--- config.mk ---
export PLATFORM = sky130hd
export DESIGN_NAME = thirty_two_bit_adder
export DESIGN_NICKNAME = d
export VERILOG_FILES = /design/src/rtl/thirty_two_bit_adder_pkg.sv /design/src/rtl/thirty_two_bit_adder_full_adder.sv /design/src/rtl/thirty_two_bit_adder.sv
export SDC_FILE = /design/constraint.sdc
export NUM_CORES = 1
export LEC_CHECK = 0
export BUFFER_PORTS_ARGS = -buffer_cell sky130_fd_sc_hd__buf_2
export CAP_MARGIN = 20
export CORE_MARGIN = 2
export CORE_UTILIZATION = 42
export DETAILED_ROUTE_END_ITERATION = 6
export PLACE_DENSITY = 0.88
export SYNTH_ARGS = -nofsm -noshare
export SYNTH_HDL_FRONTEND = slang
export SYNTH_HIERARCHICAL = 1
export SYNTH_SLANG_ARGS = --single-unit
--- constraint.sdc ---
create_clock -name clk -period 16.4 [get_ports clk]
set_input_delay 0.82 -clock clk [delete_from_list [all_inputs] [get_ports clk]]
set_output_delay 0.82 -clock clk [all_outputs]
set_load 0.1 [all_outputs]
--- src/rtl/thirty_two_bit_adder_pkg.sv ---
// Shared constants and result payload type for the ripple-carry adder.
package thirty_two_bit_adder_pkg;

    localparam int unsigned ADDER_WIDTH = 32;

    typedef struct packed {
        logic                   cout;
        logic [ADDER_WIDTH-1:0] sum;
    } add_result_t;

endpackage : thirty_two_bit_adder_pkg

--- src/rtl/thirty_two_bit_adder_full_adder.sv ---
// Single-bit full adder cell; chained by the top to form the ripple carry path.
module full_adder (
    input  logic a,
    input  logic b,
    input  logic cin,
    output logic s,
    output logic cout
);

    logic p;

    always_comb begin
        p    = a ^ b;
        s    = p ^ cin;
        cout = (a & b) | (cin & p);
    end

endmodule : full_adder

--- src/rtl/thirty_two_bit_adder.sv ---
// Ripple-carry adder with carry-in/out and a one-cycle registered output stage.
module thirty_two_bit_adder
    import thirty_two_bit_adder_pkg::*;
#(
    parameter int unsigned WIDTH = ADDER_WIDTH
) (
    input  logic             clk,
    input  logic             rst,
    input  logic [WIDTH-1:0] a,
    input  logic [WIDTH-1:0] b,
    input  logic             cin,
    output logic [WIDTH-1:0] sum,
    output logic             cout
);

    logic [WIDTH:0]   c;
    logic [WIDTH-1:0] s;
    logic [WIDTH-1:0] sum_d;
    logic [WIDTH-1:0] sum_q;
    logic             cout_d;
    logic             cout_q;

    assign c[0] = cin;

    // Carry ripples from bit 0 upward through one cell per bit.
    for (genvar i = 0; i < int'(WIDTH); i++) begin : g_bit
        full_adder u_fa (
            .a    (a[i]),
            .b    (b[i]),
            .cin  (c[i]),
            .s    (s[i]),
            .cout (c[i+1])
        );
    end

    always_comb begin
        sum_d  = s;
        cout_d = c[WIDTH];
    end

    always_ff @(posedge clk) begin
        if (rst) begin
            sum_q  <= '0;
            cout_q <= 1'b0;
        end else begin
            sum_q  <= sum_d;
            cout_q <= cout_d;
        end
    end

    assign sum  = sum_q;
    assign cout = cout_q;

endmodule : thirty_two_bit_adder

=== Word level (Yosys, flattened, before mapping) ===
Index checks and enable logic that the tools add are counted.

* Bitwise operators: 160

{| class="wikitable"
|+ Operator list
! operator !! number
|-
| 1-bit bitwise AND || 64
|-
| 1-bit XOR || 64
|-
| 1-bit bitwise OR || 32
|}

* Register bits: 33
* Output and inout port bits: 33

=== Depth between registers and ports, before layout ===
* Depth after elaboration: 65
* Gate-level depth with buffers: 33

=== Modules after synthesis ===
Netlist, hierarchy kept.

{| class="wikitable"
|+ Modules (own cells, without submodules)
! module !! seq. area each (µm²) !! area each (µm²) !! cells an instance !! times used
|-
| thirty_two_bit_adder || 660.6 || 889.6 || 69 || 1
|-
| full_adder || 0.0 || 20.0 || 1 || 32
|}

=== Worst setup path after synthesis ===
Ideal clock, no wire load.

* Kind: in2reg
* Start: input port a[0]
* End: register sum_q[31] (netlist: sum[31])
* Cell stages on the path: 33
* Path buffers: 0
* Data arrival time: 13.170 ns
* Slack: 3.116 ns
* Cell sequence: fa_1 -> fa_1 -> fa_1 -> fa_1 -> fa_1 -> fa_1 -> fa_1 -> fa_1 -> fa_1 -> fa_1 -> fa_1 -> fa_1 -> fa_1 -> fa_1 -> fa_1 -> fa_1 -> fa_1 -> fa_1 -> fa_1 -> fa_1 -> fa_1 -> fa_1 -> fa_1 -> fa_1 -> fa_1 -> fa_1 -> fa_1 -> fa_1 -> fa_1 -> fa_1 -> fa_1 -> fa_1 -> nor2b_1

* Word-level cells in the longest chain between the ends: 64
* Elaborated cells between the ends (all ways): 65
* Classes of those cells: bitwise: 65

{| class="wikitable"
|+ RTL lines
! item !! line !! text
|-
| from (decl) || thirty_two_bit_adder.sv:9 || <nowiki>input logic [WIDTH-1:0] a,</nowiki>
|-
| 1-bit XOR || thirty_two_bit_adder_full_adder.sv:13 || <nowiki>p = a ^ b;</nowiki>
|-
| 1-bit bitwise AND || thirty_two_bit_adder_full_adder.sv:15 || <nowiki>cout = (a & b) | (cin & p);</nowiki>
|-
| 1-bit bitwise OR (*) || thirty_two_bit_adder_full_adder.sv:15 ||
|-
| 1-bit bitwise AND (*) || thirty_two_bit_adder_full_adder.sv:15 ||
|-
| 1-bit bitwise OR (*) || thirty_two_bit_adder_full_adder.sv:15 ||
|-
| net c[2] || thirty_two_bit_adder.sv:16 || <nowiki>logic [WIDTH:0] c;</nowiki>
|-
| 1-bit bitwise AND (*) || thirty_two_bit_adder_full_adder.sv:15 ||
|-
| 1-bit bitwise OR (*) || thirty_two_bit_adder_full_adder.sv:15 ||
|-
| net c[3] || thirty_two_bit_adder.sv:16 ||
|-
| [... 2 more ...] || - ||
|-
| net c[4] || thirty_two_bit_adder.sv:16 ||
|-
| [... 2 more ...] || - ||
|-
| net c[5] || thirty_two_bit_adder.sv:16 ||
|-
| [... 2 more ...] || - ||
|-
| net c[6] || thirty_two_bit_adder.sv:16 ||
|-
| [... 2 more ...] || - ||
|-
| net c[7] || thirty_two_bit_adder.sv:16 ||
|-
| [... 2 more ...] || - ||
|-
| net c[8] || thirty_two_bit_adder.sv:16 ||
|-
| [... 2 more ...] || - ||
|-
| net c[9] || thirty_two_bit_adder.sv:16 ||
|-
| [... 2 more ...] || - ||
|-
| net c[10] || thirty_two_bit_adder.sv:16 ||
|-
| [... 2 more ...] || - ||
|-
| net c[11] || thirty_two_bit_adder.sv:16 ||
|-
| [... 2 more ...] || - ||
|-
| net c[12] || thirty_two_bit_adder.sv:16 ||
|-
| [... 2 more ...] || - ||
|-
| net c[13] || thirty_two_bit_adder.sv:16 ||
|-
| [... 2 more ...] || - ||
|-
| net c[14] || thirty_two_bit_adder.sv:16 ||
|-
| [... 2 more ...] || - ||
|-
| net c[15] || thirty_two_bit_adder.sv:16 ||
|-
| [... 2 more ...] || - ||
|-
| net c[16] || thirty_two_bit_adder.sv:16 ||
|-
| [... 2 more ...] || - ||
|-
| net c[17] || thirty_two_bit_adder.sv:16 ||
|-
| [... 2 more ...] || - ||
|-
| net c[18] || thirty_two_bit_adder.sv:16 ||
|-
| [... 2 more ...] || - ||
|-
| net c[19] || thirty_two_bit_adder.sv:16 ||
|-
| [... 2 more ...] || - ||
|-
| net c[20] || thirty_two_bit_adder.sv:16 ||
|-
| [... 2 more ...] || - ||
|-
| net c[21] || thirty_two_bit_adder.sv:16 ||
|-
| [... 2 more ...] || - ||
|-
| net c[22] || thirty_two_bit_adder.sv:16 ||
|-
| [... 2 more ...] || - ||
|-
| net c[23] || thirty_two_bit_adder.sv:16 ||
|-
| [... 2 more ...] || - ||
|-
| net c[24] || thirty_two_bit_adder.sv:16 ||
|-
| [... 2 more ...] || - ||
|-
| net c[25] || thirty_two_bit_adder.sv:16 ||
|-
| [... 2 more ...] || - ||
|-
| net c[26] || thirty_two_bit_adder.sv:16 ||
|-
| [... 2 more ...] || - ||
|-
| net c[27] || thirty_two_bit_adder.sv:16 ||
|-
| [... 2 more ...] || - ||
|-
| net c[28] || thirty_two_bit_adder.sv:16 ||
|-
| [... 2 more ...] || - ||
|-
| net c[29] || thirty_two_bit_adder.sv:16 ||
|-
| 1-bit bitwise AND (*) || thirty_two_bit_adder_full_adder.sv:15 ||
|-
| 1-bit bitwise OR (*) || thirty_two_bit_adder_full_adder.sv:15 ||
|-
| net c[30] || thirty_two_bit_adder.sv:16 ||
|-
| 1-bit bitwise AND (*) || thirty_two_bit_adder_full_adder.sv:15 ||
|-
| 1-bit bitwise OR (*) || thirty_two_bit_adder_full_adder.sv:15 ||
|-
| net c[31] || thirty_two_bit_adder.sv:16 ||
|-
| 1-bit XOR (*) || thirty_two_bit_adder_full_adder.sv:14 || <nowiki>s = p ^ cin;</nowiki>
|-
| net s[31] || thirty_two_bit_adder.sv:17 || <nowiki>logic [WIDTH-1:0] s;</nowiki>
|-
| to (signal assigned) || thirty_two_bit_adder.sv:46 || <nowiki>sum_q <= sum_d;</nowiki>
|-
| to (decl) || thirty_two_bit_adder.sv:19 || <nowiki>logic [WIDTH-1:0] sum_q;</nowiki>
|}

The timed path passes the listed nets; every way through them passes the cells marked *.
A chain may end at the register's enable or synchronous reset.

=== Final worst setup path ===
* Start: input port a[0]
* End: register sum_q[31] (netlist: sum[31])

* Word-level cells in the longest chain between the ends: 64
* Elaborated cells between the ends (all ways): 65
* Classes of those cells: bitwise: 65

{| class="wikitable"
|+ RTL lines
! item !! line
|-
| 1-bit XOR || thirty_two_bit_adder_full_adder.sv:13
|-
| 1-bit bitwise AND || thirty_two_bit_adder_full_adder.sv:15
|-
| 1-bit bitwise OR (*) || thirty_two_bit_adder_full_adder.sv:15
|-
| net c[1] || thirty_two_bit_adder.sv:16
|-
| 1-bit bitwise AND (*) || thirty_two_bit_adder_full_adder.sv:15
|-
| 1-bit bitwise OR (*) || thirty_two_bit_adder_full_adder.sv:15
|-
| net c[2] || thirty_two_bit_adder.sv:16
|-
| 1-bit bitwise AND (*) || thirty_two_bit_adder_full_adder.sv:15
|-
| [... 1 more ...] || -
|-
| net c[3] || thirty_two_bit_adder.sv:16
|-
| [... 2 more ...] || -
|-
| net c[4] || thirty_two_bit_adder.sv:16
|-
| [... 2 more ...] || -
|-
| net c[5] || thirty_two_bit_adder.sv:16
|-
| [... 2 more ...] || -
|-
| net c[6] || thirty_two_bit_adder.sv:16
|-
| [... 2 more ...] || -
|-
| net c[7] || thirty_two_bit_adder.sv:16
|-
| [... 2 more ...] || -
|-
| net c[8] || thirty_two_bit_adder.sv:16
|-
| [... 2 more ...] || -
|-
| net c[9] || thirty_two_bit_adder.sv:16
|-
| [... 2 more ...] || -
|-
| net c[10] || thirty_two_bit_adder.sv:16
|-
| [... 2 more ...] || -
|-
| net c[11] || thirty_two_bit_adder.sv:16
|-
| [... 2 more ...] || -
|-
| net c[12] || thirty_two_bit_adder.sv:16
|-
| [... 2 more ...] || -
|-
| net c[13] || thirty_two_bit_adder.sv:16
|-
| [... 2 more ...] || -
|-
| net c[14] || thirty_two_bit_adder.sv:16
|-
| [... 2 more ...] || -
|-
| net c[15] || thirty_two_bit_adder.sv:16
|-
| [... 2 more ...] || -
|-
| net c[16] || thirty_two_bit_adder.sv:16
|-
| [... 2 more ...] || -
|-
| net c[17] || thirty_two_bit_adder.sv:16
|-
| [... 2 more ...] || -
|-
| net c[18] || thirty_two_bit_adder.sv:16
|-
| [... 2 more ...] || -
|-
| net c[19] || thirty_two_bit_adder.sv:16
|-
| [... 2 more ...] || -
|-
| net c[20] || thirty_two_bit_adder.sv:16
|-
| [... 2 more ...] || -
|-
| net c[21] || thirty_two_bit_adder.sv:16
|-
| [... 2 more ...] || -
|-
| net c[22] || thirty_two_bit_adder.sv:16
|-
| [... 2 more ...] || -
|-
| net c[23] || thirty_two_bit_adder.sv:16
|-
| [... 2 more ...] || -
|-
| net c[24] || thirty_two_bit_adder.sv:16
|-
| [... 2 more ...] || -
|-
| net c[25] || thirty_two_bit_adder.sv:16
|-
| [... 2 more ...] || -
|-
| net c[26] || thirty_two_bit_adder.sv:16
|-
| [... 2 more ...] || -
|-
| net c[27] || thirty_two_bit_adder.sv:16
|-
| [... 2 more ...] || -
|-
| net c[28] || thirty_two_bit_adder.sv:16
|-
| [... 2 more ...] || -
|-
| net c[29] || thirty_two_bit_adder.sv:16
|-
| 1-bit bitwise AND (*) || thirty_two_bit_adder_full_adder.sv:15
|-
| 1-bit bitwise OR (*) || thirty_two_bit_adder_full_adder.sv:15
|-
| net c[30] || thirty_two_bit_adder.sv:16
|-
| 1-bit bitwise AND (*) || thirty_two_bit_adder_full_adder.sv:15
|-
| 1-bit bitwise OR (*) || thirty_two_bit_adder_full_adder.sv:15
|-
| net c[31] || thirty_two_bit_adder.sv:16
|-
| 1-bit XOR (*) || thirty_two_bit_adder_full_adder.sv:14
|-
| net s[31] || thirty_two_bit_adder.sv:17
|}

Marked as above.

==> flow_metrics.tcl <==
set metrics [dict create \
    cts_root_buffer "clkbuf_4" \
    yosys.area_share.xor_xnor_pct 0 \
    core_region_area_mm2 0.00342 \
    fin_nets 303 \
    final_hold_viol_count 0 \
    power.static_leakage_nw 1.04 \
    synth-compound-area-share_pct 0 \
    die_area_mm2 0.00414 \
    maxSlewHeadroom_pct 63.3 \
    syn_avg_cell_area_um2 15.2 \
    vias_in_the_first_global_route 1085 \
    tritoncts.num_buffers 5 \
    number_of_drc_violations_after_detailed_routing_iteration_0 21 \
    pre_cts_ws_ns 2.44 \
    critical-path-slowest-cell "fa_1" \
    final_setup_violation_count 0 \
    period_share_pct 82.6 \
    cp_slowest_stage_delay_ns 0.43 \
    timing.hold.worst.class "in -> reg" \
    timing.critical_path.arrival_ns 13.75 \
    vias 1065 \
    grt_setup_unrepaired "no" \
    antenna_found_initial 0 \
    ant_nets 0 \
    synth_mux_area_share_pct 0 \
    mappedNetlistArea_mm2 0.00153 \
    final-seq-area_um2 661 \
    p_per_area_mw_per_mm2 124 \
    grt_start_max_net_pins 34 \
    top_ports 100 \
    cts_setup_buffers 0 \
    detail_route.drc_violations 0 \
    commonest_register_cell_after_synthesis "dfxtp_1" \
    multiInputGateArea_um2 847 \
    cp_launch_type "input pin" \
    track_usage_pct 14.9 \
    synth_top_cells_by_area "dfxtp_1 (43%), fa_1 (42%), nor2b_1 (13%), buf_4 (1.5%)" \
    synthSimpleGateAreaFrac_pct 13.5 \
    critical_path_peak_fanout 1 \
    std_cell_rows 21 \
    timing.final.crit_period_ns 13.55 \
    irDropWorstVdd_uv 55.8 \
    flow.area_growth_from_synthesis_pct 39.2 \
    start_util_pct 44.8 \
    synth.yosys.seq_area_share_pct 43.2 \
    syn_inst 101 \
    synth-edff-count 0 \
    cts.reportedPaths.clkPinSlew_ns 0.10 \
    worstSetupEndpointType "register" \
    synth_top_cell_by_area "dfxtp_1" \
    antenna-diode-count 0 \
    global_route_wire_length_before_repair_um 4380 \
    mapped_nets 200 \
    drt_pass1_iterations 4 \
    synth_seq_cells 33 \
    fmax_mhz 73.8 \
    post_cts_resize_count 0 \
    setup_slack_ns 2.85 \
    die_height_um 64.4 \
    fillers 276 \
    outcome "complete, no violations" \
    globalplace.congestion 0.678 \
    postCtsHoldBufs 0 \
    clock_sinks 33 \
    synth.yosys.warnings 6 \
    largest_family_of_logic_cells_by_synthesized_area "adder cells" \
    numPortBuffers 99 \
    maximum_level_of_the_cts_h_tree 2 \
    synthDistinctLibCells 4 \
    postSynth.asyncResetShare_pct 0 \
    finalHoldWorstSlack_ns 0.859 \
    wl_per_cell_um 11.0 \
    routed_wirelength_um 2770 \
    ctsLongestPathBuffers 2 \
    finalCoreUtilization_pct 62.4 \
    chipWidth_um 64.4 \
    cp.required_ns 16.60 \
    tns_ns 0 \
    cts_tree "built" \
    synth_commonest_cells "dfxtp_1 (33), nor2b_1 (33), fa_1 (32), buf_4 (3)" \
    post_drt_via_cell_ratio 4.24 \
    globalRouteOverflowTotal 0 \
    adder_and_majority_cell_fraction_of_the_synthesized_area_pct 41.9 \
    maxSlewViolCount 0 \
    critical_path.most_common_cell "fa_1" \
    worst-slew-pin-transition_ns 0.550 \
    cap_viol_max_count 0 \
    drive_above_1_share_pct 52.2 \
    setup.worst_path.class "in -> reg" \
    synth_top_cell_area_share_pct 43.2 \
]
## worst paths after layout
check,from,end,slack (ns),cells after the start
hold / removal,b[17],sum[17],0.86,3
setup / recovery,a[0],sum[31],2.85,34
## sequential cells by signal, indices dropped and copies added, names as in the netlist
register	count
sum	32
cout	1
## final cells by class
| cell class | instances | share of cell area (%) |
|---|---|---|
| repair buffers | 99 | 23.3 |
| clock inverters | 1 | 0.235 |
| flip-flops and latches | 33 | 31.0 |
| multi-input cells | 65 | 39.8 |
| well taps | 46 | 2.70 |
| clock buffers | 7 | 3.05 |
## metal layers
layer,vias up,wire length (um),track usage [%]
li1,507,-,-
met4,0,54,6.38
met1,479,943,14.2
met5,-,0,0
met3,6,413,8.45
met2,73,1360,26.0
## per-stage QoR
step	instance area (um^2)	instances	power [W]
5_1_grt	2130	251	0.000278
3_3_place_gp	2060	243	0.000215
3_5_place_dp	2060	243	0.000217
6_report	2130	251	0.000264
4_1_cts	2130	251	0.000267
2_1_floorplan	1530	101	0.000191
## critical path: cells and delay by family
kind          cells  cell delay (ns)
fa+ha+maj        32            12.68
buf+inv           1             0.11
simple gates      1             0.13
## placed cells by master, fill, tap and decap left out
cell type / n
dfxtp_1: 33
buf_2: 99
clkinv_2: 1
nor2b_1: 33
fa_1: 32
clkbuf_8: 2
clkbuf_4: 5
## report_power, final
| part | leakage (nW) | internal [W] | switching, W |
|---|---|---|---|
| clock network | 0.0413 | 0.0000248 | 0.0000252 |
| logic | 0.723 | 0.0000262 | 0.0000952 |
| registers | 0.275 | 0.0000906 | 0.00000217 |
| total | 1.04 | 0.000142 | 0.000123 |
## cells by family (layout without fill, tap and decap cells)
family / after synthesis / in the layout
flip-flops: 33 / 33
AND/OR/NAND/NOR: 33 / 33
adder cells (fa/ha/maj): 32 / 32
buffers and inverters: 3 / 107
Power figures use the tool's default switching activity.
